### config.mk
export PLATFORM = sky130hd
export DESIGN_NAME = multi_reg_xfer_seq
export DESIGN_NICKNAME = d
export VERILOG_FILES = /design/src/rtl/multi_reg_xfer_seq_pkg.sv /design/src/rtl/multi_reg_xfer_seq_lsb_prio_enc.sv /design/src/rtl/multi_reg_xfer_seq.sv
export SDC_FILE = /design/constraint.sdc
export NUM_CORES = 1
export LEC_CHECK = 0
export ABC_CLOCK_PERIOD_IN_PS = 3400
export CAP_MARGIN = 25
export CORE_MARGIN = 5
export CORE_UTILIZATION = 49
export DETAILED_ROUTE_END_ITERATION = 12
export GPL_TIMING_DRIVEN = 0
export HOLD_SLACK_MARGIN = 0.03
export MAX_ROUTING_LAYER = met4
export PLACE_DENSITY = 0.81
export SLEW_MARGIN = 20
export SYNTH_ARGS = -nofsm -noshare
export SYNTH_HDL_FRONTEND = slang
export SYNTH_HIERARCHICAL = 1
export SYNTH_SLANG_ARGS = --single-unit
### constraint.sdc
create_clock -name clk_i -period 3.4 [get_ports clk_i]
set_input_delay 0.68 -clock clk_i [delete_from_list [all_inputs] [get_ports clk_i]]
set_output_delay 0.68 -clock clk_i [all_outputs]
set_load 0.05 [all_outputs]
### src/rtl/multi_reg_xfer_seq_pkg.sv
// Shared constants and state encoding for the SWM/LWM register-list sequencer.
package multi_reg_xfer_seq_pkg;

   localparam int MASK_W     = 21;
   localparam int ADDR_W     = 32;
   localparam int IDX_W      = 5;
   localparam int WORD_BYTES = 4;

   typedef enum logic [1:0] {
      IDLE = 2'd0,
      XFER = 2'd1,
      DONE = 2'd2
   } xfer_state_t;

endpackage : multi_reg_xfer_seq_pkg

### src/rtl/multi_reg_xfer_seq_lsb_prio_enc.sv
// Lowest-set-bit priority encoder: index of the least significant 1 plus a
// valid flag. Kept standalone so the hazard logic can reuse it.
module lsb_prio_enc #(
   parameter int W  = 21,
   parameter int IW = 5
) (
   input  logic [W-1:0]  mask_i,
   output logic [IW-1:0] idx_o,
   output logic          valid_o
);

   // Scan from the top down so the lowest set bit is the last one to win.
   always_comb begin
      idx_o   = {IW{1'b0}};
      valid_o = |mask_i;
      for (int i = W - 1; i >= 0; i--) begin
         idx_o = mask_i[i] ? IW'(i) : idx_o;
      end
   end

endmodule : lsb_prio_enc

### src/rtl/multi_reg_xfer_seq.sv
// Store/load-multiple sequencer: latches a register-list mask and a base
// address, then issues one word transfer per set bit, lowest register first,
// at consecutive word addresses while holding the pipeline stalled.
module multi_reg_xfer_seq
   import multi_reg_xfer_seq_pkg::*;
#(
   parameter int P_MASK_W     = MASK_W,
   parameter int P_ADDR_W     = ADDR_W,
   parameter int P_IDX_W      = IDX_W,
   parameter int P_WORD_BYTES = WORD_BYTES
) (
   input  logic                clk_i,
   input  logic                rst_i,
   input  logic                start_i,
   input  logic                is_load_i,
   input  logic [P_MASK_W-1:0] addrcode_i,
   input  logic [P_ADDR_W-1:0] base_i,
   input  logic                mem_ready_i,
   output logic                stall_o,
   output logic                busy_o,
   output logic [P_IDX_W-1:0]  reg_idx_o,
   output logic [P_ADDR_W-1:0] mem_addr_o,
   output logic                memwrite_o,
   output logic                memread_o,
   output logic                regwrite_o,
   output logic                done_o
);

   xfer_state_t         state_q, state_d;
   logic [P_MASK_W-1:0] mask_q,  mask_d;
   logic [P_ADDR_W-1:0] base_q,  base_d;
   logic [P_IDX_W:0]    k_q,     k_d;
   logic                load_q,  load_d;

   logic [P_IDX_W-1:0]  enc_idx_s;
   logic                enc_valid_s;
   logic [P_MASK_W-1:0] mask_clr_s;
   logic [P_ADDR_W-1:0] beat_addr_s;

   lsb_prio_enc #(
      .W  (P_MASK_W),
      .IW (P_IDX_W)
   ) u_lsb_prio_enc (
      .mask_i  (mask_q),
      .idx_o   (enc_idx_s),
      .valid_o (enc_valid_s)
   );

   // x & (x-1) drops exactly the lowest set bit, i.e. the register just
   // transferred. Address wraps silently modulo 2^ADDR_W.
   assign mask_clr_s  = mask_q & (mask_q - P_MASK_W'(1));
   assign beat_addr_s = base_q + (P_ADDR_W'(k_q) * P_ADDR_W'(P_WORD_BYTES));

   // Next-state and output decode; every output defaults to 0 so IDLE and
   // DONE can never present a memory beat.
   always_comb begin
      state_d    = state_q;
      mask_d     = mask_q;
      base_d     = base_q;
      k_d        = k_q;
      load_d     = load_q;
      stall_o    = 1'b0;
      busy_o     = 1'b0;
      reg_idx_o  = {P_IDX_W{1'b0}};
      mem_addr_o = {P_ADDR_W{1'b0}};
      memwrite_o = 1'b0;
      memread_o  = 1'b0;
      regwrite_o = 1'b0;
      done_o     = 1'b0;
      case (state_q)
         IDLE: begin
            if (start_i) begin
               mask_d  = addrcode_i;
               base_d  = base_i;
               load_d  = is_load_i;
               k_d     = {(P_IDX_W + 1){1'b0}};
               stall_o = 1'b1;
               state_d = (addrcode_i != {P_MASK_W{1'b0}}) ? XFER : DONE;
            end else begin
               state_d = IDLE;
            end
         end
         XFER: begin
            stall_o    = 1'b1;
            busy_o     = 1'b1;
            reg_idx_o  = enc_idx_s;
            mem_addr_o = beat_addr_s;
            memwrite_o = enc_valid_s & ~load_q;
            memread_o  = enc_valid_s & load_q;
            regwrite_o = enc_valid_s & load_q & mem_ready_i;
            if (mem_ready_i) begin
               mask_d  = mask_clr_s;
               k_d     = k_q + {{P_IDX_W{1'b0}}, 1'b1};
               state_d = (mask_clr_s == {P_MASK_W{1'b0}}) ? DONE : XFER;
            end else begin
               state_d = XFER;
            end
         end
         DONE: begin
            done_o  = 1'b1;
            state_d = IDLE;
         end
         default: begin
            state_d = IDLE;
         end
      endcase
   end

   // State and latched-operand registers with synchronous reset.
   always_ff @(posedge clk_i) begin
      if (rst_i) begin
         state_q <= IDLE;
         mask_q  <= {P_MASK_W{1'b0}};
         base_q  <= {P_ADDR_W{1'b0}};
         k_q     <= {(P_IDX_W + 1){1'b0}};
         load_q  <= 1'b0;
      end else begin
         state_q <= state_d;
         mask_q  <= mask_d;
         base_q  <= base_d;
         k_q     <= k_d;
         load_q  <= load_d;
      end
   end

endmodule : multi_reg_xfer_seq

Yosys cells after proc, flatten, opt, wreduce, memory -nomap -nowiden
Cells that the tools add are included.

storage, ports and cells
  memories kept = 0
  memory bits (writable) = 0
  flip-flop bits (word level) = 62
  bits in latches = 0
  word-level logic and storage cells = 65
  input bits = 58
  bits in read-only memories = 0

cells by class
  reduce and logical (&&, ||, !) cells = 7
  shifts and indexed selects = 0
  equal/unequal tests = 4
  mux-type cells = 41
  magnitude comparators = 0
  divide/modulo/power cells = 0
  $add $sub $neg = 3
  bitwise gates (word level) = 5
  multipliers = 0

operators by type and width
  cell                   number
  $mux 5                 22
  $mux 21                2
  $pmux 21 s2            1
  $add 32x8->32          1
  $mux 32                1
  $and 21x21->21         1
  $logic_not 21->1       1
  $reduce_bool 21->1     1
  $reduce_or 21->1       1
  $sub 21x1->21 const B  1
  $mux 6                 2
  $pmux 6 s2             1
  $mux 2                 4
  $add 6x1->6 const B    1
  $mux 1                 6
  $ne 2x2->1 const B     2
  $pmux 2 s2             1
  $and 1x1->1            3
  $reduce_and 3->1       1
  $eq 2x1->1 const B     1
  $eq 2x2->1 const B     1
  $logic_not 2->1        1
  $pmux 1 s2             1
  $reduce_and 2->1       1
  other kinds (2)        2

Logic depth before layout (Yosys ltp)
  depth in word-level cells = 22
  gate-level depth with buffers = 9

Cells and area by module
The synthesis kept the hierarchy.

modules (own cells, without submodules)
  module              cells an instance  area each (um^2)  instances
  multi_reg_xfer_seq  486                3,543.4           1
  lsb_prio_enc        41                 234.0             1

Least setup slack after synthesis
No wires, ideal clock.

  path type = reg2out
  start = register k_q[1]
  end = output mem_addr_o[27]
  required time = 2.720 ns
  data arrival time = 2.550 ns
  setup slack = 0.170 ns
  stages on the path, launching flop included = 9
  path through = dfxtp_1 -> ha_1 -> a21o_1 -> a21o_1 -> a2111oi_2 -> nor3b_2 -> nor3b_1 -> xnor2_1 -> nor2_1

between the ends
  longest elaborated chain between the ends = 2

RTL lines
  item                    RTL line                   source
  start, declared         multi_reg_xfer_seq.sv:32   logic [P_IDX_W:0] k_q, k_d;
  start signal, assigned  multi_reg_xfer_seq.sv:115  k_q <= {(P_IDX_W + 1){1'b0}};
  start signal, assigned  multi_reg_xfer_seq.sv:121  k_q <= k_d;
  $add 32x8->32           multi_reg_xfer_seq.sv:52   assign beat_addr_s = base_q + (P_ADDR_W'(k_q) * P_ADDR_W'(P_WORD_BYTES));
  $mux 32                 multi_reg_xfer_seq.sv:70   case (state_q)
  end, declared           multi_reg_xfer_seq.sv:22   output logic [P_ADDR_W-1:0] mem_addr_o,

Every way passes these cells.

Final worst setup path
  start = register base_q[3]
  end = output mem_addr_o[21]

between the ends
  longest elaborated chain between the ends = 2

RTL lines
  item                    RTL line                   source
  start, declared         multi_reg_xfer_seq.sv:31   logic [P_ADDR_W-1:0] base_q, base_d;
  start signal, assigned  multi_reg_xfer_seq.sv:114  base_q <= {P_ADDR_W{1'b0}};
  start signal, assigned  multi_reg_xfer_seq.sv:120  base_q <= base_d;
  $add 32x8->32           multi_reg_xfer_seq.sv:52
  $mux 32                 multi_reg_xfer_seq.sv:70

Every way passes these cells.

==> results.md <==
* Final WL at around 12000 µm
* Worst-case reg-to-reg path depth at 8
* Max_cap viols at 0
* Core Area at 7607 µm²
* Synth warn at 6
* I/O pins at 101
* Syn avg cell area at 7.168 µm²
* Maximum VDD drop at around 270 µV
* Syn Std Cell Area at 3777 µm²
* Cells after DPL at around 730
* Distinct cell type count after synthesis at 53
* Share of Yosys cell area claimed by the top area cell type at 0.3286
* Initial DRC count at 352
* Fmax at 301.1 MHz
* Slew margin rel. at 0.6030
* Layout cells sized above 1 at 0.1140
* P per Cell Area at 436.1 nW/µm²
* Aggregate negative setup slack at 0 ps
* Hold buffer count at CTS at 0
* Most frequent cells in the layout: nand2_1 (104), nor2_1 (70), clkdlybuf4s50_1 (62), dfxtp_1 (59), a21oi_1 (48)
* Clk root buf: clkbuf_8
* # clock sinks at between 60 and 70
* Worst-path fanout max at 4
* Reg2reg setup slack at 1040 ps
* Max Buffers Root-to-Sink at 2
* Max Slew Vio Count at 0
* Starting density of the core at 0.4965
* Vias in the first global route at 4033
* CTS tree: built
* Layout Cells excl Fill at about 750
* Crit path launch type: flip-flop
* FP Rows at 32
* DP Wirelength at approximately 9000 µm
* Kind of end point of the critical path: primary output
* Chip Width at 97.80 µm
* Endpoint, Worst Hold: base_q[1]
* Pre-Repair DR Iteration Count at 6
* DR vias/cell at 5.784
* ANT nets after route at 0
* Overflow left after global routing at 0
* Via count at 4344
* Synth area leader: dfxtp_1
* WL per Instance at 16.60 µm
* EDFF count, synth at 0
* R2r startpoint: mask_q[1]
* GPL Wtd Cong at 0.9032
* Hold path depth at 2
* Status: completed
* Fin crit share at 0.9767
* Global Route Usage Sum at 0.2510
* Largest net degree at the start of global routing at 13
* FF+latch count, synth at 62
* Fin crit period at between 3000 and 4000 ps
* Reg clk slew, reported paths at 70 ps
* Worst R2R End: state_q[0]
* # H-tree levels at 3
* Commonest non-fill, non-tap cell in the layout: nand2_1
* Register area share after synthesis at 0.3286
* Die H at 97.80 µm
* Mapped Nets at 593
* Dominant synthesized flop cell: dfxtp_1
* Worst Hold Class: reg -> reg
* Clk_lat worst skew at 340 ps
* Critical Path RT at between 2000 and 3000 ps
* Synth async-reset ratio at 0
* Overall die area at about 9600 µm²
* Synth area leaders: dfxtp_1 (33%), nand2_1 (10%), nor2_1 (7.1%), a21oi_1 (6.6%), xor2_1 (5.1%)
* Least-Margin Pin Slew at 595.5 ps
* Diode count at 0
* Area grow syn2layout at 36.63%
* Cts bufs inserted at 9
* First-pass GRT wire length at 19290 µm
* HP Start: base_q[1]
* Final nets at 710
* DRC at 0
* Hold Violations, Final at 0
* Initial antenna violation count at 0
* Fin Clk Skew at 9.235 ps
* LEAKAGE at 0.002059 µW
* Setup violators final at 0
* PortBufs at 99
* Post-Syn Instances at 527
* Arrival @ worst endpoint at 2640 ps
* Kind of critical path: reg -> out
-- how the worst max path moves through the flow --
stage / depth (start not counted) / endpoint / slack, ps / startpoint
after floorplan: 8 / mem_addr_o[27] / 170 / k_q[1]
after global placement: 10 / mem_addr_o[26] / -370 / k_q[0]
after detailed placement: 10 / mem_addr_o[26] / -440 / k_q[0]
after CTS: 10 / mem_addr_o[14] / -10 / k_q[0]
after global routing: 8 / mem_addr_o[24] / -30 / base_q[12]
final: 9 / mem_addr_o[21] / 80 / base_q[3]
-- per-layer routing --
layer	track usage	vias up	wire length [µm]
met3	0.03429	28	827
li1	-	2083	-
met4	0.1022	0	310
met5	-	-	0
met2	0.3996	213	6034
met1	0.3222	2020	5291
-- layout make-up --
| type | instances | area (µm²) |
|---|---|---|
| Tap cell | 102 | 127.6 |
| Multi-Input combinational cell | 429 | 2469 |
| Buffer | 27 | 112.6 |
| Clock buffer | 10 | 137.6 |
| Timing Repair Buffer | 105 | 944.7 |
| Sequential cell | 62 | 1247 |
| Inverter | 10 | 37.54 |
| Clock inverter | 6 | 85.08 |
| Fill cell | 663 | 2446 |
-- metrics by stage --
stage / total power (µW) / area, µm² / hold WS, ps / util / worst slack (ps)
floorplan: 1289 / 3777 / 431.7 / - / 170.4
global placement: 1514 / 4896 / 439.8 / 0.6436 / -368.0
detailed placement: 1526 / 4896 / 445.7 / 0.6436 / -442.9
CTS: 2237 / 5109 / 453.2 / 0.6715 / -10.89
global route: 2343 / 5161 / 479.1 / 0.6785 / -27.16
finish: 2251 / 5161 / 450.7 / 0.6785 / 79.14
-- state kept, by name, summed over array words and instances, names as in the netlist --
signal   flops
mask_q      21
base_q      32
state_q      2
load_q       1
k_q          6
-- cell usage after synthesis, drive strengths merged (2+ instances only) --
cell type and instances:
ha 7, o31ai 3, nand3 11, or4 4, o21a 3, nor4 13, a2111oi 3, a21oi 50
nor3b 3, clkbuf 22, buf 5, inv 10, a21o 3, a21boi 2, xnor2 8, a211oi 8
and3 6, a22oi 17, nor3 19, nand2 104, nor2 71, dfxtp 62, and4 4, o21ai 26
xor2 22, nand4 10, nand2b 3, or3 4, nor2b 2, and2 11
-- power breakdown --
| group | total [µW] | switching (µW) | leakage (µW) | internal, µW |
|---|---|---|---|---|
| sequential | 860 | 81.4 | 0.000510 | 779 |
| combinational | 659 | 406 | 0.00144 | 252 |
| clock | 732 | 302 | 0.000108 | 430 |
| total | 2250 | 790 | 0.00206 | 1460 |
-- timing repair --
item | in CTS | in global routing
setup buffers | 0 | 6
endpoints found under the setup margin | 37 | 36
pin swaps | 1 | 7
cloned | 0 | 1
resized for setup | 114 | 40
-- critical path: stages, from the launching register on --
cell and delay, ps:
dfxtp_2 340, ha_1 280, a21o_1 160, a21o_1 190
a2111oi_4 340, buf_4 200, nor3_1 80, xnor2_1 160
nor2_1 150, clkdlybuf4s15_2 390
-- cells by family (layout without fill, tap and decap cells) --
family | Yosys count | in the layout | synth area share
simple gates | 267 | 268 | 0.3326
fa+ha+maj | 9 | 9 | 0.03114
flops | 62 | 62 | 0.3286
xor+xnor | 30 | 30 | 0.06956
buf+inv | 37 | 158 | 0.03909
compound gates | 122 | 122 | 0.1991
Note: power is estimated with default switching activity, not from simulation.
